`src/rtl/board_state_if.sv`:
```
// Command and RAM write-port bundle for the board state writer.
// Names follow the icon state RAM's own port names.
interface board_state_if;
  logic       init_req;
  logic       move_req;
  logic [4:0] src_idx;
  logic [4:0] dst_idx;
  logic       cap_valid;
  logic [4:0] cap_idx;
  logic [7:0] piece;
  logic [7:0] locX_state;
  logic [7:0] locY_state;
  logic [7:0] update_state;
  logic       wea_state_ram;
  logic       busy;
  logic       done;
  logic       err;

  modport master (
    output init_req, move_req, src_idx, dst_idx, cap_valid, cap_idx, piece,
    input  locX_state, locY_state, update_state, wea_state_ram, busy, done, err
  );

  modport slave (
    input  init_req, move_req, src_idx, dst_idx, cap_valid, cap_idx, piece,
    output locX_state, locY_state, update_state, wea_state_ram, busy, done, err
  );
endinterface

```
`src/rtl/board_state_writer.sv`:
```
// Turns init/move commands into SET/WR write pairs on the icon state RAM port.
// Coordinates and value are registered when a SET state is entered and held through WR.
module board_state_writer (
  input  logic         clk,
  input  logic         reset_n,
  board_state_if.slave bus
);

  typedef enum logic [3:0] {
    IDLE, INIT_SET, INIT_WR, DST_SET, DST_WR,
    SRC_SET, SRC_WR, CAP_SET, CAP_WR, DONE
  } state_t;

  localparam logic [7:0] PITCH      = 8'h0e;
  localparam logic [7:0] EMPTY      = 8'h00;
  localparam logic [7:0] RED_MAN    = 8'h01;
  localparam logic [7:0] BLACK_MAN  = 8'h02;
  localparam logic [7:0] RED_KING   = 8'h03;
  localparam logic [7:0] BLACK_KING = 8'h04;

  // Even rows start on the odd column, odd rows on column 0: col = 2*slot + (row even).
  function automatic logic [7:0] sq_x(input logic [4:0] idx);
    logic [7:0] col;
    col = {5'd0, idx[1:0], ~idx[2]};
    return PITCH * col;
  endfunction

  function automatic logic [7:0] sq_y(input logic [4:0] idx);
    return PITCH * {5'd0, idx[4:2]};
  endfunction

  function automatic logic [7:0] init_value(input logic [4:0] idx);
    if (idx < 5'd12)      return RED_MAN;
    else if (idx < 5'd20) return EMPTY;
    else                  return BLACK_MAN;
  endfunction

  function automatic logic [7:0] promote(input logic [7:0] p, input logic [4:0] idx);
    if (p == RED_MAN && idx[4:2] == 3'd7)        return RED_KING;
    else if (p == BLACK_MAN && idx[4:2] == 3'd0) return BLACK_KING;
    else                                         return p;
  endfunction

  state_t     state, next_state;
  logic [4:0] src_q, cap_q, init_idx;
  logic       cap_valid_q;
  logic [7:0] loc_x, loc_y, update;
  logic       err_q;

  logic       load, accept_init, accept_move, reject, move_ok;
  logic [4:0] tgt_idx;
  logic [7:0] tgt_val;

  assign move_ok = (bus.src_idx != bus.dst_idx) &&
                   !(bus.cap_valid && (bus.cap_idx == bus.src_idx ||
                                       bus.cap_idx == bus.dst_idx));

  // NOTE: every always_comb output gets a default first, so no path can infer a latch.
  always_comb begin
    next_state  = state;
    load        = 1'b0;
    tgt_idx     = '0;
    tgt_val     = EMPTY;
    accept_init = 1'b0;
    accept_move = 1'b0;
    reject      = 1'b0;
    unique case (state)
      IDLE: begin
        if (bus.init_req) begin
          accept_init = 1'b1;
          next_state  = INIT_SET;
          load        = 1'b1;
          tgt_idx     = 5'd0;
          tgt_val     = init_value(5'd0);
        end else if (bus.move_req) begin
          if (move_ok) begin
            accept_move = 1'b1;
            next_state  = DST_SET;
            load        = 1'b1;
            tgt_idx     = bus.dst_idx;
            tgt_val     = promote(bus.piece, bus.dst_idx);
          end else begin
            reject = 1'b1;
          end
        end
      end
      INIT_SET: next_state = INIT_WR;
      INIT_WR: begin
        if (init_idx == 5'd31) begin
          next_state = DONE;
        end else begin
          next_state = INIT_SET;
          load       = 1'b1;
          tgt_idx    = init_idx + 5'd1;
          tgt_val    = init_value(init_idx + 5'd1);
        end
      end
      DST_SET: next_state = DST_WR;
      DST_WR: begin
        next_state = SRC_SET;
        load       = 1'b1;
        tgt_idx    = src_q;
      end
      SRC_SET: next_state = SRC_WR;
      SRC_WR: begin
        if (cap_valid_q) begin
          next_state = CAP_SET;
          load       = 1'b1;
          tgt_idx    = cap_q;
        end else begin
          next_state = DONE;
        end
      end
      CAP_SET: next_state = CAP_WR;
      CAP_WR:  next_state = DONE;
      DONE:    next_state = IDLE;
      default: next_state = IDLE;
    endcase
  end

  // NOTE: sequential state uses non-blocking assignments so all registers update from pre-edge values.
  always_ff @(posedge clk or negedge reset_n) begin
    if (!reset_n) begin
      state       <= IDLE;
      src_q       <= '0;
      cap_q       <= '0;
      cap_valid_q <= 1'b0;
      init_idx    <= '0;
      loc_x       <= '0;
      loc_y       <= '0;
      update      <= '0;
      err_q       <= 1'b0;
    end else begin
      state <= next_state;
      err_q <= reject;
      if (load) begin
        loc_x  <= sq_x(tgt_idx);
        loc_y  <= sq_y(tgt_idx);
        update <= tgt_val;
      end
      if (accept_move) begin
        src_q       <= bus.src_idx;
        cap_q       <= bus.cap_idx;
        cap_valid_q <= bus.cap_valid;
      end
      if (accept_init)          init_idx <= '0;
      else if (state == INIT_WR) init_idx <= init_idx + 5'd1;
    end
  end

  // Strobe decodes straight from the state register so reset drops it asynchronously.
  assign bus.wea_state_ram = (state == INIT_WR) || (state == DST_WR) ||
                             (state == SRC_WR)  || (state == CAP_WR);
  assign bus.busy          = (state != IDLE);
  assign bus.done          = (state == DONE);
  assign bus.err           = err_q;
  assign bus.locX_state    = loc_x;
  assign bus.locY_state    = loc_y;
  assign bus.update_state  = update;

endmodule
```
`src/flat_wrapper.sv`:
```
// flat-port wrapper written by rule: the top's interface ports become plain ports
module board_state_writer_flat 
  (clk, reset_n, bus_init_req, bus_move_req, bus_src_idx, bus_dst_idx, bus_cap_valid, bus_cap_idx, bus_piece, bus_locX_state, bus_locY_state, bus_update_state, bus_wea_state_ram, bus_busy, bus_done, bus_err);
  board_state_if bus_i ();
  input  logic clk;
  input  logic reset_n;
  input wire logic [$bits(bus_i.init_req)-1:0] bus_init_req;
  input wire logic [$bits(bus_i.move_req)-1:0] bus_move_req;
  input wire logic [$bits(bus_i.src_idx)-1:0] bus_src_idx;
  input wire logic [$bits(bus_i.dst_idx)-1:0] bus_dst_idx;
  input wire logic [$bits(bus_i.cap_valid)-1:0] bus_cap_valid;
  input wire logic [$bits(bus_i.cap_idx)-1:0] bus_cap_idx;
  input wire logic [$bits(bus_i.piece)-1:0] bus_piece;
  output wire logic [$bits(bus_i.locX_state)-1:0] bus_locX_state;
  output wire logic [$bits(bus_i.locY_state)-1:0] bus_locY_state;
  output wire logic [$bits(bus_i.update_state)-1:0] bus_update_state;
  output wire logic [$bits(bus_i.wea_state_ram)-1:0] bus_wea_state_ram;
  output wire logic [$bits(bus_i.busy)-1:0] bus_busy;
  output wire logic [$bits(bus_i.done)-1:0] bus_done;
  output wire logic [$bits(bus_i.err)-1:0] bus_err;
  assign bus_i.init_req = bus_init_req;
  assign bus_i.move_req = bus_move_req;
  assign bus_i.src_idx = bus_src_idx;
  assign bus_i.dst_idx = bus_dst_idx;
  assign bus_i.cap_valid = bus_cap_valid;
  assign bus_i.cap_idx = bus_cap_idx;
  assign bus_i.piece = bus_piece;
  assign bus_locX_state = bus_i.locX_state;
  assign bus_locY_state = bus_i.locY_state;
  assign bus_update_state = bus_i.update_state;
  assign bus_wea_state_ram = bus_i.wea_state_ram;
  assign bus_busy = bus_i.busy;
  assign bus_done = bus_i.done;
  assign bus_err = bus_i.err;
  board_state_writer u_core (.clk(clk), .reset_n(reset_n), .bus(bus_i));
endmodule
```
`config.mk`:
```
export PLATFORM = sky130hd
export DESIGN_NAME = board_state_writer_flat
export DESIGN_NICKNAME = d
export VERILOG_FILES = /design/src/rtl/board_state_if.sv /design/src/rtl/board_state_writer.sv /design/src/flat_wrapper.sv
export SDC_FILE = /design/constraint.sdc
export NUM_CORES = 1
export LEC_CHECK = 0
export ABC_AREA = 1
export BUFFER_PORTS_ARGS = -buffer_cell sky130_fd_sc_hd__buf_2
export CAP_MARGIN = 20
export CELL_PAD_IN_SITES_DETAIL_PLACEMENT = 0
export CELL_PAD_IN_SITES_GLOBAL_PLACEMENT = 1
export CORE_MARGIN = 10
export CORE_UTILIZATION = 30
export DETAILED_ROUTE_END_ITERATION = 8
export PLACE_DENSITY_LB_ADDON = 0.1
export SYNTH_ARGS = -nofsm -noshare
export SYNTH_HDL_FRONTEND = slang
export SYNTH_SLANG_ARGS = --single-unit
```
`constraint.sdc`:
```
create_clock -name clk -period 3.02 [get_ports clk]
set_input_delay 0.302 -clock clk [delete_from_list [all_inputs] [get_ports clk]]
set_output_delay 0.302 -clock clk [all_outputs]
set_load 0.03 [all_outputs]
```
==> summary.md, run 1 <==
| Metric | Value |
|---|---|
| Routed len/inst | 14.2 um |
| Clk slew on worst S/H paths | approximately 80 ps |
| Endpoints failing setup | 0 |
| Status | finished, final reports clean |
| Skew final | 10.4 ps |
| Startpoint class of the critical path | flop |
| Critical setup path kind | flop to flop |
| Avg Vias per Cell | 4.53 |
| Port-buffer cells | 51 |
| Synth Warn # | 0 |
| Core area | 0.00864 mm^2 |
| Rel. slew slack | 64.7% |
| Share of layout cells above drive strength 1 | 25.1% |
| Top-count cell post-synth | nand2_1 |
| Crit path DAT | 3070 ps |
| Crit path required time | 3240 ps |
| Clk_lat worst skew | between 200 and 300 ps |
| Async set-reset flop share out of synthesis | 100% |
| Min Clock Period, post-route | 2840 ps |
| Mapped Cells | between 300 and 400 |
| Die Width | roughly 110 um |
| Drt pass-1 iters | 4 |
| Hold Crit Start | bus_piece[6] |
| Die H | around 110 um |
| Nets | approximately 440 |
| Number of max-cap violations | 0 |
| Setup WS pre-CTS | ~110 ps |
| Worst VDD drop | 327 uV |
| Routed Antenna Nets | 0 |
| Initial Utilization | 30.6% |
| Post-synth top cells | nand2_1 (93), inv_1 (45), dfrtp_1 (41) |
| Initial antenna violation count | 0 |
| # DRC | 0 |
| GP Congestion | 0.847 |
| First-pass GRT wire length | between 10000 and 15000 um |
| Area leader, netlist | dfrtp_1 |
| IO Pins | 56 |
| Vias post-DR | between 2000 and 2500 |
| Seq/Total Area, Yosys | 38.9% |
| Synth Flop Type | dfrtp_1 |
| Final Max Slew Viols | 0 |
| DR iter-0 viols | 112 |
| Largest net degree at the start of global routing | between 40 and 50 |
| Critical path capture point type | flop |
| TritonCTS Buffers | 5 |
| Clock buffer depth | 2 |
| Worst flop-to-flop path startpoint | u_core.init_idx[1]$_DFFE_PN0P_ |
| H-tree Lvls | 2 |
| DP Wirelength | 5800 um |
| Vias in the first global route | 2394 |
| CP startpoint | u_core.init_idx[1]$_DFFE_PN0P_ |
| Library cells used by synthesis | 38 |
| Max Clock Freq | 0.352 GHz |
| Mapped Area | 0.00264 mm^2 |
| CTS Root Cell | clkbuf_8 |
| WHS Path Cells | 2 |
| Worst Reg-to-Reg Cells | 15 |
| #FFs+latches synth | 41 |
| Setup TNS | 0 ps |
| Row Count | 34 |
| Overflow after GRT | 0 |
| Number of flops mapped to enable cells by yosys | 0 |
| Final worst setup slack | ~180 ps |
| Layout area overhead | 21.1% |
| Final Non-Filler Cells | 507 |
| Critical path fanouts, max | 5 |
| Total GRT Usage | a little under an eighth |
| Leakage | roughly 1.7 nW |
| Tcrit/Tclk final | around 94% |
| RSZ-0062 raised after global routing | no |
| Largest cells by area after synthesis | dfrtp_1 (39%), nand2_1 (13%), inv_1 (6.4%), ha_1 (6.2%), o21ai_0 (3.4%) |
| Fillers | 943 |
| Number of antenna diodes | 0 |
| Final WL | around 7000 um |
| Synth top area share | 38.9% |
| Fin Hold WS | 242 ps |
| Slew @ Worst Pin | 524 ps |
| Total power | approximately 0.003 W |
| Die footprint | 0.0129 mm^2 |
| DP Cell Count | 497 |
| CTS Sinks | 41 |
| Final Hold Fails | 0 |
| CTS tree | built |
| Mean Syn Cell Area | 7.95 um^2 |
| Power Density | about 940 mW/mm^2 |
| Hold WC Path Type | input port to flop |
[layer usage]
metal | GRT usage, % | wire length (um)
met2 | 19.2 | 3600
met5 | 0 | 0
met3 | 2.68 | 314
met1 | 14.0 | 3220
met4 | 3.09 | 71
[power breakdown]
group          switching (W)  total (W)  internal (W)
clock network       0.000196   0.000377      0.000181
registers           0.000140   0.000910      0.000770
logic                0.00113    0.00171      0.000588
[worst max-delay path, stage by stage, from the launching register on]
cell	delay (ps)
dfrtp_1	370
ha_1	190
nand2_1	60
nor2_1	90
ha_1	140
inv_1	80
nand2_2	90
inv_2	80
a21oi_4	150
nand2_4	100
fa_1	550
ha_1	160
inv_1	50
fa_1	370
xor2_1	150
o21ai_1	130
[cells by family (layout without fill, tap and decap cells)]
kind of cell | count (synthesis) | in the layout | share of synthesized area (%)
fa+ha+maj | 16 | 16 | 8.44
compound gates | 44 | 44 | 10.9
flops | 41 | 41 | 38.9
other cells | 1 | 4 | 0.142
simple gates | 160 | 160 | 28.2
buf+inv | 59 | 123 | 9.81
xor+xnor | 11 | 11 | 3.65
[cell usage in the layout (no fill, tap or decap), drive strengths merged, types with 2 or more instances in the layout]
| cell | synthesis | final |
|---|---|---|
| buf | 7 | 64 |
| nand4 | 3 | 3 |
| dfrtp | 41 | 41 |
| nor3 | 2 | 2 |
| a31oi | 2 | 2 |
| o2111ai | 2 | 2 |
| o21ai | 19 | 19 |
| a22o | 7 | 7 |
| xnor2 | 5 | 5 |
| clkbuf | 1 | 6 |
| nor4 | 5 | 5 |
| ha | 13 | 13 |
| nand3 | 17 | 17 |
| conb | 1 | 4 |
| nor2 | 26 | 26 |
| o211ai | 2 | 2 |
| a21oi | 9 | 9 |
| nand2 | 105 | 105 |
| xor2 | 6 | 6 |
| inv | 51 | 51 |
| fa | 3 | 3 |
[state kept, by name, indices dropped and copies added (netlist names)]
name / flops
u_core.bus.err: 1
u_core.bus.locX_state: 6
u_core.bus.locY_state: 6
u_core.bus.update_state: 8
u_core.cap_q: 5
u_core.cap_valid_q: 1
u_core.init_idx: 5
u_core.src_q: 5
u_core.state: 4
[what timing repair did]
| action | CTS | global route |
|---|---|---|
| buffers inserted | 0 | 1 |
| hold endpoints to repair | 0 | 10 |
| setup endpoints to repair | 0 | 4 |
| hold buffers | 0 | 1 |
| resized for setup | 0 | 4 |
[worst paths after layout]
kind	slack, ps	end
max in group asynchronous	2120	u_core.cap_q[4]$_DFFE_PN0P_
min	240	u_core.bus.update_state[6]$_DFFE_PN0P_
max reg2reg	180	u_core.bus.locY_state[5]$_DFFE_PN0P_
min reg2reg	470	u_core.bus.locY_state[3]$_DFFE_PN0P_
max	180	u_core.bus.locY_state[5]$_DFFE_PN0P_
min in group asynchronous	420	u_core.bus.locX_state[6]$_DFFE_PN0P_
[final cells by class]
type | count | area, um^2 | share of cell area (%)
Clock buffer | 6 | 82.6 | 2.58
Clock inverter | 1 | 7.51 | 0.235
Inverter | 51 | 196 | 6.14
Multi-Input combinational cell | 235 | 1370 | 43.0
Sequential cell | 41 | 1030 | 32.1
Tap cell | 108 | 135 | 4.23
Timing Repair Buffer | 65 | 375 | 11.7
[stage by stage]
stage	instance area, um^2	util [%]
5_1_grt	3200	37.0
4_1_cts	3150	36.5
6_report	3200	37.0
3_3_place_gp	3060	35.4
3_5_place_dp	3060	35.4
2_1_floorplan	2650	-
No activity file was read; power rests on OpenSTA's default activity.
==> inputs of run 2 (changes only) <==
--- a/config.mk
+++ b/config.mk
@@ -12,8 +12,10 @@
 export CELL_PAD_IN_SITES_GLOBAL_PLACEMENT = 1
 export CORE_MARGIN = 10
 export CORE_UTILIZATION = 30
+export CTS_BUF_LIST = sky130_fd_sc_hd__clkbuf_8
 export DETAILED_ROUTE_END_ITERATION = 8
 export PLACE_DENSITY_LB_ADDON = 0.1
+export SETUP_SLACK_MARGIN = 0.3
 export SYNTH_ARGS = -nofsm -noshare
 export SYNTH_HDL_FRONTEND = slang
 export SYNTH_SLANG_ARGS = --single-unit
==> run 2 against run 1 <==
Effect of this change: the flow now finishes with violations (hold timing); hold slack worse by 260 ps; core utilization is 2.3 points higher; cell count is 1.6% higher; clock power is 23% higher; flip-flop and latch count stayed put; power is 8.7% higher; sequential share of layout area is 1.8 points lower; clock skew hardly changed; global-route usage is 0.13 points higher; first-iteration DRC count is 32% lower; critical path depth is 2 lower.
==> summary.md, run 2 (synthesized netlist as in run 1, its figures left out) <==
| Metric | Value |
|---|---|
| Status | finished, violations left |
| Failing checks | hold timing |
| Min Clock Period, post-route | 2720 ps (-124 ps) |
| Rel. slew slack | 62.6% (-2.1 points) |
| DP Wirelength | 5670 um (-2.1%) |
| Clk slew on worst S/H paths | 90 ps (about the same) |
| Initial Utilization | 30.6% (unchanged) |
| First-pass GRT wire length | 12000 um (+0.69%) |
| Final worst setup slack | 303 ps (+124 ps) |
| Placed inst area | 0.00308 mm^2 (+0.65%) |
| Port-buffer cells | 51 (unchanged) |
| Commonest non-fill, non-tap cell in the layout | nand2_1 |
| Vias in the first global route | 2398 (+0.17%) |
| Final WL | 7250 um (+0.51%) |
| Vias post-DR | 2365 (+3.0%) |
| Critical setup path kind | flop to flop |
| H-tree Lvls | 2 (unchanged) |
| Final Hold Fails | 18 (+18) |
| Startpoint class of the critical path | flop |
| WL met2 | 3410 um (-5.3%) |
| Avg Vias per Cell | 4.59 (+1.4%) |
| IO Pins | 56 (unchanged) |
| Core area | 0.00864 mm^2 (unchanged) |
| Hold Buf Count CTS | 0 (unchanged) |
| Slew @ Worst Pin | 561 ps (+36.6 ps) |
| Max stage delay on crit path | 540 ps (about the same) |
| Hold WC Path Type | input port to asynchronous set/reset pin |
| Setup WS pre-CTS | 6.17 ps (-105 ps) |
| # DRC | 0 (unchanged) |
| Cells along the critical path | ha_2, nand2_1, nor2_1, ha_2, inv_2, nor2_2, inv_2, o2111ai_4, fa_1, ha_2, inv_2, fa_2, o21ai_1 |
| Skew final | 10.0 ps (-0.393 ps) |
| Share of layout cells above drive strength 1 | 32.9% (+7.9 points) |
| TritonCTS Buffers | 5 (unchanged) |
| Row Count | 34 (unchanged) |
| Layout area overhead | 28.7% |
| CTS tree | built |
| Die H | 114 um (unchanged) |
| Max FFs per register | 8 (unchanged) |
| Die footprint | 0.0129 mm^2 (unchanged) |
| Routed len/inst | 14.1 um (-1.0%) |
| Nets | 450 (+1.6%) |
| Largest net degree at the start of global routing | 42 (unchanged) |
| Final Max Slew Viols | 0 (unchanged) |
| Clk_lat worst skew | 300 ps (about the same) |
| Clock buffer depth | 2 (unchanged) |
| FF-to-FF setup slack | 300 ps (+120 ps) |
| Most frequent cells in the layout | nand2_1 (92), buf_2 (51), inv_1 (38), dfrtp_1 (38), buf_4 (20) |
| Critical path capture point type | flop |
| CTS Root Cell | clkbuf_8 |
| Buf/Inv on CP | 3 (unchanged) |
| Worst VDD drop | 386 uV (+18%) |
| Setup TNS | 0 ps (unchanged) |
| Crit-path leading delay family | adder cells |
| GP Congestion | 0.824 (-2.8%) |
| Drt pass-1 iters | 4 (unchanged) |
| CP max stage cell | fa_1 |
| Overflow after GRT | 0 (unchanged) |
| Endpoints failing setup | 0 (unchanged) |
| CTS Sinks | 41 (unchanged) |
| Crit path required time | 3210 ps (-30 ps) |
| Max Clock Freq | 0.368 GHz (+4.6%) |
| Design area | 0.00340 mm^2 (+6.2%) |
| Max Used Layer | met4 |
| DR iter-0 viols | 76 (-32%) |
| Initial antenna violation count | 0 (unchanged) |
| Power Density | 960 mW/mm^2 (+2.3%) |
| Crit path DAT | 2910 ps (-160 ps) |
| Number of max-cap violations | 0 (unchanged) |
| Routed Antenna Nets | 0 (unchanged) |
| RSZ-0062 raised after global routing | yes |
| Total GRT Usage | 11.4% (+0.13 points) |
| Leakage | 1.79 nW (+3.3%) |
| Post-Route M1 WL | 3380 um (+5.0%) |
| Critical path fanouts, max | 2 (-3) |
| Routed wire length on met3 | 333 um (+6.1%) |
| Number of antenna diodes | 0 (unchanged) |
| Fin Hold WS | -13.5 ps (-255 ps) |
| Tcrit/Tclk final | 90.0% (-4.1 points) |
| Die Width | 114 um (unchanged) |
run 2: metal layers:
metal	global-route usage [%]	vias up
li1	-	1200
met1	14.2	1106
met2	19.3	49
met3	2.83	10
met4	3.17	0
met5	0	-
run 2: layout make-up:
| cell class | count | area, um^2 |
|---|---|---|
| multi-input combinational | 235 | 1480 |
| timing repair buffer | 72 | 433 |
| tap | 108 | 135 |
| fill | 922 | 5240 |
| inverter | 51 | 199 |
| clock buffer | 5 | 68.8 |
| sequential | 41 | 1030 |
| clock inverter | 3 | 46.3 |
run 2: metrics by stage:
step           total power [W]  util [%]  cells
2_1_floorplan          0.00222         -    335
3_3_place_gp           0.00268      35.7    494
3_5_place_dp           0.00267      35.7    494
4_1_cts                0.00321      38.0    511
5_1_grt                0.00357      39.3    515
6_report               0.00326      39.3    515
run 2: final timing paths:
check / startpoint / to / cells past startpoint
worst min register to register: u_core.bus.locX_state[4]$_DFFE_PN0P_ / u_core.bus.locX_state[4]$_DFFE_PN0P_ / 2
max in group asynchronous: reset_n / u_core.state[3]$_DFFE_PN0P_ / 2
worst max-delay path: u_core.init_idx[0]$_DFFE_PN0P_ / u_core.bus.locY_state[4]$_DFFE_PN0P_ / 13
min in group clk: bus_piece[4] / u_core.bus.update_state[4]$_DFFE_PN0P_ / 2
worst min-delay path: reset_n / u_core.state[2]$_DFFE_PN0P_ / 1
worst max register to register: u_core.init_idx[0]$_DFFE_PN0P_ / u_core.bus.locY_state[4]$_DFFE_PN0P_ / 13
run 2: timing repair:
action,CTS,global route
pin swaps,9,9
setup endpoints to repair,5,7
buffers inserted,9,3
gates resized for setup,11,19
run 2: report_power, final:
part | switching [W] | total, W | leakage (nW) | internal, W
registers | 0.000149 | 0.000922 | 0.524 | 0.000773
logic | 0.00119 | 0.00188 | 1.21 | 0.000683
clock network | 0.000215 | 0.000463 | 0.0543 | 0.000248
==> inputs of run 3 (changes only) <==
==> constraint.sdc (replaced) <==
create_clock -name clk -period 2.35 [get_ports clk]
set_input_delay 0.235 -clock clk [delete_from_list [all_inputs] [get_ports clk]]
set_output_delay 0.235 -clock clk [all_outputs]
set_load 0.02 [all_outputs]
==> run 3 against run 2 <==
Effect of this change: the flow finishes with violations (setup timing); core utilization increased by 7.4 points; clock skew increased by 1.1 ps; register-to-register slack lost 610 ps; cell count rose by 12%; critical endpoint is now u_core.bus.locY_state[5]$_DFFE_PN0P_; largest power group unchanged; highest routed layer unchanged.
==> summary.md, run 3 (synthesized netlist as in run 1, its figures left out) <==
| Metric | Value |
|---|---|
| Total power | 0.00490 W (+50%) |
| Avg Vias per Cell | 4.50 (-2.0%) |
| Vias in the first global route | 2679 (+12%) |
| Overflow after GRT | 0 (unchanged) |
| Cells along the critical path | ha_4, nand2_4, nor2_4, ha_4, inv_4, nor2_4, inv_2, o2111ai_4, fa_1, ha_4, inv_2, fa_2, xor2_1, o21ai_1 |
| Skew final | 11.1 ps (+1.11 ps) |
| Routed Antenna Nets | 0 (unchanged) |
| Status | finished, violations left |
| Die footprint | 0.0129 mm^2 (unchanged) |
| Utilization after layout | 46.7% (+7.4 points) |
| Initial Utilization | 30.6% (unchanged) |
| Fillers | 867 (-6.0%) |
| GP Congestion | 0.776 (-5.8%) |
| First-pass GRT wire length | 13000 um (+8.6%) |
| Power Density | 1210 mW/mm^2 (+26%) |
| CP max stage cell | fa_1 |
| CTS Sinks | 41 (unchanged) |
| RSZ-0062 raised after global routing | yes |
| FF-to-FF setup slack | -300 ps (-610 ps) |
| Clk slew on worst S/H paths | 90 ps (about the same) |
| Min Clock Period, post-route | 2650 ps (-64.5 ps) |
| TritonCTS Buffers | 5 (unchanged) |
| Number of max-cap violations | 0 (unchanged) |
| Clock buffer depth | 2 (unchanged) |
| Critical setup path kind | flop to flop |
| Hold Crit Start | bus_piece[4] |
| Most frequent cells in the layout | nand2_1 (89), buf_4 (71), buf_2 (52) |
| Share of layout cells above drive strength 1 | 45.2% (+12 points) |
| Tcrit/Tclk final | 113% (+23 points) |
| CP startpoint | u_core.init_idx[0]$_DFFE_PN0P_ |
| Port-buffer cells | 51 (unchanged) |
| Row Count | 34 (unchanged) |
| Initial antenna violation count | 0 (unchanged) |
| H-tree Lvls | 2 (unchanged) |
| Placed inst area | 0.00354 mm^2 (+15%) |
| Clk_lat worst skew | 300 ps (about the same) |
| Number of antenna diodes | 0 (unchanged) |
| Worst R2R End | u_core.bus.locY_state[5]$_DFFE_PN0P_ |
| DR iter-0 viols | 69 (-9.2%) |
| IO Pins | 56 (unchanged) |
| Routed len/inst | 13.6 um (-3.6%) |
| Final WL | 7820 um (+8.0%) |
| Core area | 0.00864 mm^2 (unchanged) |
| Layout area overhead | 52.9% |
| Nets | 512 (+14%) |
| Worst Reg-to-Reg Cells | 14 (+1) |
| DP Cell Count | 550 (+11%) |
| Critical path capture point type | flop |
| Crit path required time | 2540 ps (-670 ps) |
| Total GRT Usage | 12.3% (+0.87 points) |
| Most common cell on crit path | ha_4 |
| Buf/Inv on CP | 3 (unchanged) |
| Final Hold Fails | 0 (-18) |
| Commonest non-fill, non-tap cell in the layout | nand2_1 |
| Final Non-Filler Cells | 577 (+12%) |
| Hold WC Path Type | input port to flop |
| Design area | 0.00403 mm^2 (+19%) |
| Critical path fanouts, max | 2 (unchanged) |
| Startpoint class of the critical path | flop |
| Max Clock Freq | 0.377 GHz (+2.4%) |
| Worst flop-to-flop path startpoint | u_core.init_idx[0]$_DFFE_PN0P_ |
| Endpoints failing setup | 6 (+6) |
| DP Wirelength | 6130 um (+8.1%) |
| Crit-path leading delay family | adder cells |
| Final worst setup slack | -303 ps (-606 ps) |
| Leakage | 2.12 nW (+18%) |
| Final Max Slew Viols | 0 (unchanged) |
| Max FFs per register | 8 (unchanged) |
| WHS Path Cells | 2 |
| Max stage delay on crit path | 570 ps (+30 ps) |
| Die H | 114 um (unchanged) |
| Failing checks | setup timing |
| Worst VDD drop | 557 uV (+44%) |
| Vias post-DR | 2598 (+9.9%) |
| CTS tree | built |
| Die Width | 114 um (unchanged) |
| Largest net degree at the start of global routing | 20 (-52%) |
| Drt pass-1 iters | 4 (unchanged) |
| Crit path DAT | 2840 ps (-70 ps) |
| CTS Root Cell | clkbuf_8 |
| # DRC | 0 (unchanged) |
| Setup WS pre-CTS | -447 ps (-454 ps) |
| Hold Path End | u_core.bus.update_state[4]$_DFFE_PN0P_ |
run 3: changes by cell type in the layout (fill, tap and decap cells not counted), sizes merged:
cell | before | now
buf | 72 | 133
bufinv | 1 | 0
clkbuf | 5 | 6
clkinv | 1 | 3
clkinvlp | 1 | 0
dlygate4sd3 | 0 | 1
inv | 51 | 50
run 3: through the flow:
| stage | TNS, ps | hold slack, ps |
|---|---|---|
| floorplan | -888 | -60.6 |
| global route | -1890 | 159 |
| detailed placement | -1910 | 172 |
| CTS | -1230 | 163 |
| global placement | -1670 | 171 |
| finish | -1050 | 171 |
run 3: routing by layer:
layer	wire, um	track usage (%)	vias up
met2	3830	21.0	39
met4	98	3.93	0
met1	3640	15.3	1219
met5	0	0	-
li1	-	-	1333
met3	257	2.20	7
run 3: what timing repair did:
item / 4_1_cts / 5_1_grt
resized for setup: 48 / 14
hold buffers: 1 / 0
pin swaps: 26 / 14
buffers inserted: 15 / 3
setup endpoints to repair: 18 / 20
endpoints found under the hold margin: 12 / 0
run 3: worst register-to-register path: stages (launching register included):
cell and delay, ps:
dfrtp_1 400, ha_4 170, nand2_4 50, nor2_4 100
ha_4 210, inv_4 60, nor2_4 30, inv_2 80
o2111ai_4 130, fa_1 570, ha_4 140, inv_2 30
fa_2 320, xor2_1 180, o21ai_1 70
run 3: where the power goes:
| group | internal (W) | switching (W) |
|---|---|---|
| sequential | 0.000994 | 0.000198 |
| clock | 0.000239 | 0.000270 |
| combinational | 0.00151 | 0.00169 |
run 3: final cells by class:
class / count / area [um^2] / share of cell area, %
timing repair buffer: 134 / 925 / 22.9
tap: 108 / 135 / 3.35
inverter: 51 / 216 / 5.37
sequential: 41 / 1030 / 25.5
clock inverter: 2 / 13.8 / 0.341
multi-input combinational: 235 / 1630 / 40.4
clock buffer: 6 / 82.6 / 2.05
run 3: worst max path at each step:
stage,end,slack (ps),cells past startpoint
3_5_place_dp,u_core.bus.locY_state[4]$_DFFE_PN0P_,-450,13
5_1_grt,u_core.bus.locY_state[5]$_DFFE_PN0P_,-400,14
3_3_place_gp,u_core.bus.locY_state[4]$_DFFE_PN0P_,-400,13
2_1_floorplan,u_core.bus.locY_state[4]$_DFFE_PN0P_,-350,13
6_report,u_core.bus.locY_state[5]$_DFFE_PN0P_,-300,14
4_1_cts,u_core.bus.locY_state[4]$_DFFE_PN0P_,-320,14
